==> config.mk <==
export PLATFORM = sky130hd
export DESIGN_NAME = conv_encoder_k3
export DESIGN_NICKNAME = d
export VERILOG_FILES = /design/src/rtl/viterbi_pkg.sv /design/src/rtl/conv_enc_core.sv /design/src/rtl/conv_encoder_k3.sv
export SDC_FILE = /design/constraint.sdc
export NUM_CORES = 1
export LEC_CHECK = 0
export CORE_AREA = 8 8 45 47
export DETAILED_ROUTE_END_ITERATION = 6
export DIE_AREA = 0 0 53 55
export GPL_TIMING_DRIVEN = 0
export PLACE_DENSITY = 0.67
export SLEW_MARGIN = 20
export SYNTH_ARGS = -nofsm -noshare
export SYNTH_HDL_FRONTEND = slang
export SYNTH_SLANG_ARGS = --single-unit
==> constraint.sdc <==
create_clock -name clk -period 1.4 [get_ports clk]
set_input_delay 0.21 -clock clk [delete_from_list [all_inputs] [get_ports clk]]
set_output_delay 0.21 -clock clk [all_outputs]
set_load 0.02 [all_outputs]
==> src/rtl/viterbi_pkg.sv <==
// Shared constants and types for the convolutional encoder and the Viterbi decoder.
// Keeping the generator taps here means the encoder and the branch-metric units use
// identical polynomials.
package viterbi_pkg;

  localparam int unsigned K_DEF = 3;
  // Bit K-1 taps the input bit, bit 0 taps the oldest state bit.
  localparam logic [K_DEF-1:0] G0_DEF = 3'b111;
  localparam logic [K_DEF-1:0] G1_DEF = 3'b101;

  typedef logic [1:0] sym_t;

  typedef enum logic [1:0] {
    ENC_IDLE,
    ENC_DATA,
    ENC_TAIL
  } enc_state_e;

endpackage

==> src/rtl/conv_enc_core.sv <==
// Combinational trellis step: given an input bit and the current shift-register
// state, produce the rate-1/2 code symbol and the next state.
module conv_enc_core
  import viterbi_pkg::*;
#(
  parameter int unsigned     K  = K_DEF,
  parameter logic [K-1:0]    G0 = G0_DEF,
  parameter logic [K-1:0]    G1 = G1_DEF
) (
  input  logic         bit_i,
  input  logic [K-2:0] state_i,
  output sym_t         sym_o,
  output logic [K-2:0] state_o
);

  logic [K-1:0] v;

  // Parity of the tapped register vector; the new bit enters at the top.
  always_comb begin
    v       = {bit_i, state_i};
    sym_o   = {^(v & G0), ^(v & G1)};
    state_o = v[K-1:1];
  end

endmodule

==> src/rtl/conv_encoder_k3.sv <==
// Rate-1/2 convolutional encoder with a valid/ready stream on both sides.
// One registered output stage; frames are optionally flushed with K-1 zero tail bits
// so the decoder's traceback always terminates in state 0.
module conv_encoder_k3
  import viterbi_pkg::*;
#(
  parameter int unsigned  K       = K_DEF,
  parameter logic [K-1:0] G0      = G0_DEF,
  parameter logic [K-1:0] G1      = G1_DEF,
  parameter bit           TAIL_EN = 1'b1
) (
  input  logic clk,
  input  logic rst_n,
  input  logic in_valid_i,
  output logic in_ready_o,
  input  logic in_bit_i,
  input  logic in_last_i,
  output logic out_valid_o,
  input  logic out_ready_i,
  output sym_t out_sym_o,
  output logic out_last_o
);

  localparam int unsigned CntW = (K > 2) ? $clog2(K) : 1;

  enc_state_e     state_q, state_d;
  logic [K-2:0]   s_q;
  logic [CntW-1:0] cnt_q;
  logic           valid_q, last_q;
  sym_t           sym_q;

  logic           out_free, accept, tail_fire, last_tail, enc_bit, data_last_nt;
  sym_t           enc_sym;
  logic [K-2:0]   enc_state;

  assign out_free  = !valid_q || out_ready_i;
  assign accept    = in_valid_i && in_ready_o;
  assign tail_fire = (state_q == ENC_TAIL) && out_free;
  assign last_tail = tail_fire && (cnt_q == CntW'(1));
  // Last data bit of a frame when no tail is appended: that symbol ends the frame.
  assign data_last_nt = accept && in_last_i && !TAIL_EN;
  // Tail symbols shift in zeros.
  assign enc_bit   = (state_q == ENC_TAIL) ? 1'b0 : in_bit_i;

  conv_enc_core #(
    .K  (K),
    .G0 (G0),
    .G1 (G1)
  ) u_core (
    .bit_i   (enc_bit),
    .state_i (s_q),
    .sym_o   (enc_sym),
    .state_o (enc_state)
  );

  // FSM state register.
  always_ff @(posedge clk or negedge rst_n) begin
    if (!rst_n) begin
      state_q <= ENC_IDLE;
    end else begin
      state_q <= state_d;
    end
  end

  // FSM next-state: data phase until the last bit, then optional tail phase.
  always_comb begin
    state_d = state_q;
    unique case (state_q)
      ENC_IDLE, ENC_DATA: begin
        if (accept) begin
          if (in_last_i) begin
            state_d = TAIL_EN ? ENC_TAIL : ENC_IDLE;
          end else begin
            state_d = ENC_DATA;
          end
        end
      end
      ENC_TAIL: begin
        if (last_tail) begin
          state_d = ENC_IDLE;
        end
      end
      default: state_d = ENC_IDLE;
    endcase
  end

  // FSM outputs: input is blocked while the tail is being flushed.
  always_comb begin
    in_ready_o = (state_q != ENC_TAIL) && out_free;
  end

  // Shift register and tail counter advance only on an accepted bit or a launched tail.
  always_ff @(posedge clk or negedge rst_n) begin
    if (!rst_n) begin
      s_q   <= '0;
      cnt_q <= '0;
    end else if (accept) begin
      s_q <= data_last_nt ? '0 : enc_state;
      if (in_last_i && TAIL_EN) begin
        cnt_q <= CntW'(K - 1);
      end
    end else if (tail_fire) begin
      s_q   <= enc_state;
      cnt_q <= cnt_q - CntW'(1);
    end
  end

  // Output register: loads on every new symbol, holds while stalled, drains on ready.
  always_ff @(posedge clk or negedge rst_n) begin
    if (!rst_n) begin
      valid_q <= 1'b0;
      sym_q   <= '0;
      last_q  <= 1'b0;
    end else if (accept || tail_fire) begin
      valid_q <= 1'b1;
      sym_q   <= enc_sym;
      last_q  <= data_last_nt || last_tail;
    end else if (out_ready_i) begin
      valid_q <= 1'b0;
      last_q  <= 1'b0;
    end
  end

  assign out_valid_o = valid_q;
  assign out_sym_o   = sym_q;
  assign out_last_o  = last_q;

endmodule

## Yosys cells after proc, flatten, opt, wreduce, memory -nomap -nowiden

Index checks and enable logic that the tools add are counted.

- Bits in registers: 10
- Latch bits: 0
- Bits in writable memories: 0
- Bits in read-only memories: 0
- Input port bits: 6
- Memories: 0

- $add $sub $neg: 1
- Multiply operators: 0
- Divide/modulo/power cells: 0
- $lt $le $gt $ge: 0
- Eq/ne operators: 7
- Shift-type cells: 0
- Multiplexer cells: 13
- Bitwise operators: 0
- Reductions and logical operators: 15

Operators with widths:

| kind | count |
|---|---|
| 2-to-1 mux 2 bit | 8 |
| != test 2 bit (second input constant) | 4 |
| XOR reduction 3 bit | 2 |
| equality test 2 x 1 -> 1 bit (second input constant) | 2 |
| logical AND 1 bit | 4 |
| 2-to-1 mux 1 bit | 4 |
| case mux 2 bit (2 select lines) | 1 |
| AND reduction 2 bit | 2 |
| nonzero test 2 bit | 2 |
| equality test 2 bit (second input constant) | 1 |
| logical NOT 2 bit | 1 |
| logical OR 1 bit | 2 |
| OR reduction 2 bit | 1 |
| subtractor 2 x 1 -> 2 bit (second input constant) | 1 |
| logical NOT 1 bit | 1 |

## Depth between registers and ports, before layout

- Word-level depth: 6
- Depth in mapped cells: 5

## Hierarchy

A second synthesis with hierarchy kept.

- Cell total of the unflattened synthesis: 40
- Area, all modules: 520.5 um2

Modules (own cells, without submodules):

| module | times used | cells an instance | area an instance (um2) | sequential area each (um2) |
|---|---|---|---|---|
| conv_encoder_k3 | 1 | 36 | 473.0 | 250.2 |
| conv_enc_core | 1 | 4 | 47.5 | 0.0 |

## Worst setup path after synthesis

No wires, ideal clock.

- Kind: register to output
- From: reg valid_q, in the netlist out_valid_o
- To: out in_ready_o
- Data arrival time: 0.998 ns
- Required time: 1.190 ns
- Slack: 0.192 ns
- Cell stages (with the launch flop): 3
- Path buffers: 0
- Path through: dfrtp_1 > and2b_1 > nor2_1

- Cells in the longest elaborated chain, start to end: 3

Ends and longest elaborated chain:

| what | line | RTL |
|---|---|---|
| start: declaration | conv_encoder_k3.sv:29 | `logic valid_q, last_q;` |
| start signal: assignment | conv_encoder_k3.sv:111 | `valid_q <= 1'b0;` |
| start signal: assignment | conv_encoder_k3.sv:115 | `valid_q <= 1'b1;` |
| start signal: assignment | conv_encoder_k3.sv:119 | `valid_q <= 1'b0;` |
| logical NOT 1 bit | conv_encoder_k3.sv:36 | `assign out_free = !valid_q \|\| out_ready_i;` |
| logical OR 1 bit | conv_encoder_k3.sv:36 |  |
| logical AND 1 bit | conv_encoder_k3.sv:89 | `in_ready_o = (state_q != ENC_TAIL) && out_free;` |
| end: declaration | conv_encoder_k3.sv:15 | `output logic in_ready_o,` |

Every way passes these cells.

## Final worst setup path

- From: reg state_q[0]
- To: out in_ready_o

- Cells in the longest elaborated chain, start to end: 2

Ends and longest elaborated chain:

| what | line | RTL |
|---|---|---|
| start: declaration | conv_encoder_k3.sv:26 | `enc_state_e state_q, state_d;` |
| start signal: assignment | conv_encoder_k3.sv:61 | `state_q <= state_d;` |
| != test 2 bit | conv_encoder_k3.sv:89 |  |
| logical AND 1 bit | conv_encoder_k3.sv:89 |  |

Every way passes these cells.

==> reports/qor_table.md <==
| Result | Value |
|---|---|
| Outcome | complete, no violations |
| Clock Pin Slew Worst Setup and Hold Paths | 0.08 ns |
| Pin count of the biggest net entering global routing | 11 |
| Total clock buffers created by CTS | 3 |
| Die Width | 53 um |
| Wire length of the first global-routing pass | 1.71 mm |
| Worst r2r path cells | 4 |
| Synthesized area divided by synthesized cell count | 10.5 um2 |
| CTS HTree Levels | 1 |
| Busiest layer in global routing | met2 |
| Part of the Yosys area used for sequential elements | 0.531 |
| Mean number of vias per cell | 4.97 |
| Final cycle utilization of the critical path | 0.967 |
| Peak supply drop | 0.715 mV |
| Launch point of the worst reg-to-reg path | out_valid_o$_DFFE_PN0P_ |
| Share of synthesized registers carrying an async set or reset | 1.00 |
| Maximum buffer depth of the clock tree | 2 |
| Fin Hold WS | 0.251 ns |
| Worst Setup End Kind | output port |
| Areal power density over the cells | 2040 nW/um2 |
| Period minus WS final | 1.35 ns |
| Endpoint of the lowest-slack register-to-register path | s_q[0]$_DFFE_PN0P_ |
| Layout Area Growth over Synthesis | 36.9% |
| Number of sinks driven by the clock tree | 10 |
| Category of the most critical setup path | reg2out |
| Number of endpoints with negative hold slack in the final report | 0 |
| Area of the die | 2920 um2 |
| Area contributors post-synth | sky130_fd_sc_hd__dfrtp_1 (53%), sky130_fd_sc_hd__nand2_1 (5.6%), sky130_fd_sc_hd__a21oi_1 (4.2%), sky130_fd_sc_hd__o21ai_1 (4.2%), sky130_fd_sc_hd__xnor2_1 (3.7%) |
| Most numerous cell in the Yosys netlist | sky130_fd_sc_hd__dfrtp_1 |
| Clock Tree Root | sky130_fd_sc_hd__clkbuf_4 |
| Min-Delay Path Class | in2async |
| GR Overflow Total | 0 |
| Rows | 14 |
| Worst-skew pair later-pin latency | 0.27 ns |
| Finished layout cell area | 646 um2 |
| Main flop type after synthesis | sky130_fd_sc_hd__dfrtp_1 |
| Post-synth EDFFs | 0 |
| CTS tree | yes |
| Final Total Pwr | 1.32 mW |
| Remaining antenna violation count after routing | 0 |
| Synth cell count leaders | sky130_fd_sc_hd__dfrtp_1 (10), sky130_fd_sc_hd__nand2_1 (7), sky130_fd_sc_hd__a21oi_1 (4), sky130_fd_sc_hd__o21ai_1 (4), sky130_fd_sc_hd__nor2_1 (3) |
| RePlAce Congestion | 0.696 |
| Aggregate routed wire length | 973 um |
| Register bit total from synthesis | 10 |
| Post-DR wirelength/cell | 12.6 um |
| Peak clock frequency supported by timing | 0.739 GHz |
| I/O Buffers | 10 |
| Count of yosys warnings during synthesis | 0 |
| Filler instances | 138 |
| Initial antenna violation count | 0 |
| Final-report max-slew violation count | 0 |
| Final worst clock skew | 0.00359 ns |
| Layout Nets | 69 |
| Total via count after detailed routing | 383 |
| Global routing usage on met1 | 0.0837 |
| N_diodes | 0 |
| Met2 usage | 0.135 |
| Reg2Reg Setup Slack | 0.14 ns |
| Post-place instance area | 592 um2 |
| Starting utilization of the core area | 0.341 |
| Synth area leader | sky130_fd_sc_hd__dfrtp_1 |
| Iter 0 DRT Violations | 3 |
| Distinct cell type count after synthesis | 20 |
| Required time at the endpoint of the critical path | 1.19 ns |
| Met3 routing resource usage after global routing | 0.0134 |
| Synth Net Count | 52 |
| GRT Overall Usage | 0.0804 |
| Synthesized area | 472 um2 |
| Fraction of post-synthesis cell area in the top cell type by area | 0.531 |
| Cell count after synthesis | 45 |
| Data arrival time of the critical path | 1.14 ns |
| DIE HEIGHT | 55 um |
| Final routed DRC violation total | 0 |
| Critical Path Source Type | flop |
| Transition time of the tightest slew-check pin | 0.466 ns |
| Dpl hpwl | 684 um |
| Crit-path max FO | 6 |
| Number of hold buffers added after cts | 0 |
| Placeable core region | 1380 um2 |
| Drt first pass iters | 4 |
| Fraction of layout cells with a size suffix above 1 | 0.197 |
| Top-Level Pins | 11 |
| Leak pwr | 0.303 nW |
| Max-cap check violation count | 0 |
| Number of setup violations in the final report | 0 |
| Vias in the first global route | 388 |
| Max transition margin | 0.688 |
[worst max-delay path, cell delays in order (launching register included)]
cell and delay, ns:
sky130_fd_sc_hd__dfrtp_1 0.39, sky130_fd_sc_hd__and2b_4 0.30, sky130_fd_sc_hd__nor2_2 0.06, sky130_fd_sc_hd__buf_6 0.12
[worst max-delay path by stage]
stage | slack [ns] | depth (start not counted) | end | start
6_report | 0.05 | 3 | in_ready_o | state_q[0]$_DFFE_PN0P_
4_1_cts | -0.05 | 4 | in_ready_o | out_ready_i
3_5_place_dp | -0.48 | 4 | in_ready_o | out_ready_i
3_3_place_gp | -0.49 | 4 | in_ready_o | out_ready_i
5_1_grt | -0.01 | 3 | in_ready_o | out_valid_o$_DFFE_PN0P_
2_1_floorplan | 0.19 | 2 | in_ready_o | out_valid_o$_DFFE_PN0P_
[what timing repair did]
action,in CTS,in global routing
gates resized for setup,8,5
setup endpoints to repair,5,1
pin swaps,0,1
buffers inserted,0,2
endpoints found under the hold margin,0,0
[final cells by class]
type                       count  area (um2)  area share
tap                           16        20.0      0.0310
inverter                       1        3.75     0.00581
multi-input combinational     34         221       0.343
timing repair buffer          12         114       0.176
sequential                    10         250       0.388
clock buffer                   4        36.3      0.0562
[placed cells by master, fill, tap and decap left out, types with 2 or more instances in the layout]
cell / instances
sky130_fd_sc_hd__xnor2_1: 2
sky130_fd_sc_hd__dlygate4sd2_1: 4
sky130_fd_sc_hd__dfrtp_1: 10
sky130_fd_sc_hd__clkdlybuf4s50_1: 4
sky130_fd_sc_hd__nor2_1: 2
sky130_fd_sc_hd__a21oi_1: 4
sky130_fd_sc_hd__clkbuf_4: 3
sky130_fd_sc_hd__nand2b_1: 2
sky130_fd_sc_hd__o21ai_1: 4
sky130_fd_sc_hd__buf_4: 2
sky130_fd_sc_hd__nand2_1: 7
[cells by family (layout without fill, tap and decap cells)]
kind of cell / Yosys count / after routing / share of synthesized area
xor gates and xnor gates: 3 / 3 / 0.0557
muxes: 1 / 1 / 0.0318
buffers and inverters: 1 / 17 / 0.00795
and+or+nand+nor: 17 / 17 / 0.180
adders and majority gates: 1 / 1 / 0.0265
AOI/OAI and AO/OA: 12 / 12 / 0.167
DFF: 10 / 10 / 0.531
[sequential cells by signal, summed over array words and instances, names as in the netlist]
signal       count
cnt_q            2
out_sym_o        2
out_last_o       1
state_q          2
s_q              2
out_valid_o      1
[power by group]
part | internal (mW) | switching [mW]
Sequential | 0.411 | 0.0865
Clock | 0.158 | 0.116
Combinational | 0.271 | 0.275
Total | 0.840 | 0.477
[routing by layer]
metal / up-vias / share of wire
li1: 187 / -
met1: 181 / 0.43
met2: 13 / 0.49
met3: 2 / 0.067
met4: 0 / 0.013
met5: - / 0
[stage by stage]
| step | util | setup TNS (ns) | std cells | setup WS [ns] |
|---|---|---|---|---|
| after floorplan | - | 0 | 45 | 0.192 |
| final | 0.467 | 0 | 77 | 0.0469 |
| after detailed placement | 0.428 | -0.585 | 71 | -0.480 |
| after global placement | 0.428 | -0.617 | 71 | -0.487 |
| after global routing | 0.467 | -0.0147 | 77 | -0.0147 |
| after CTS | 0.447 | -0.0511 | 75 | -0.0511 |
Power figures use the tool's default switching activity.
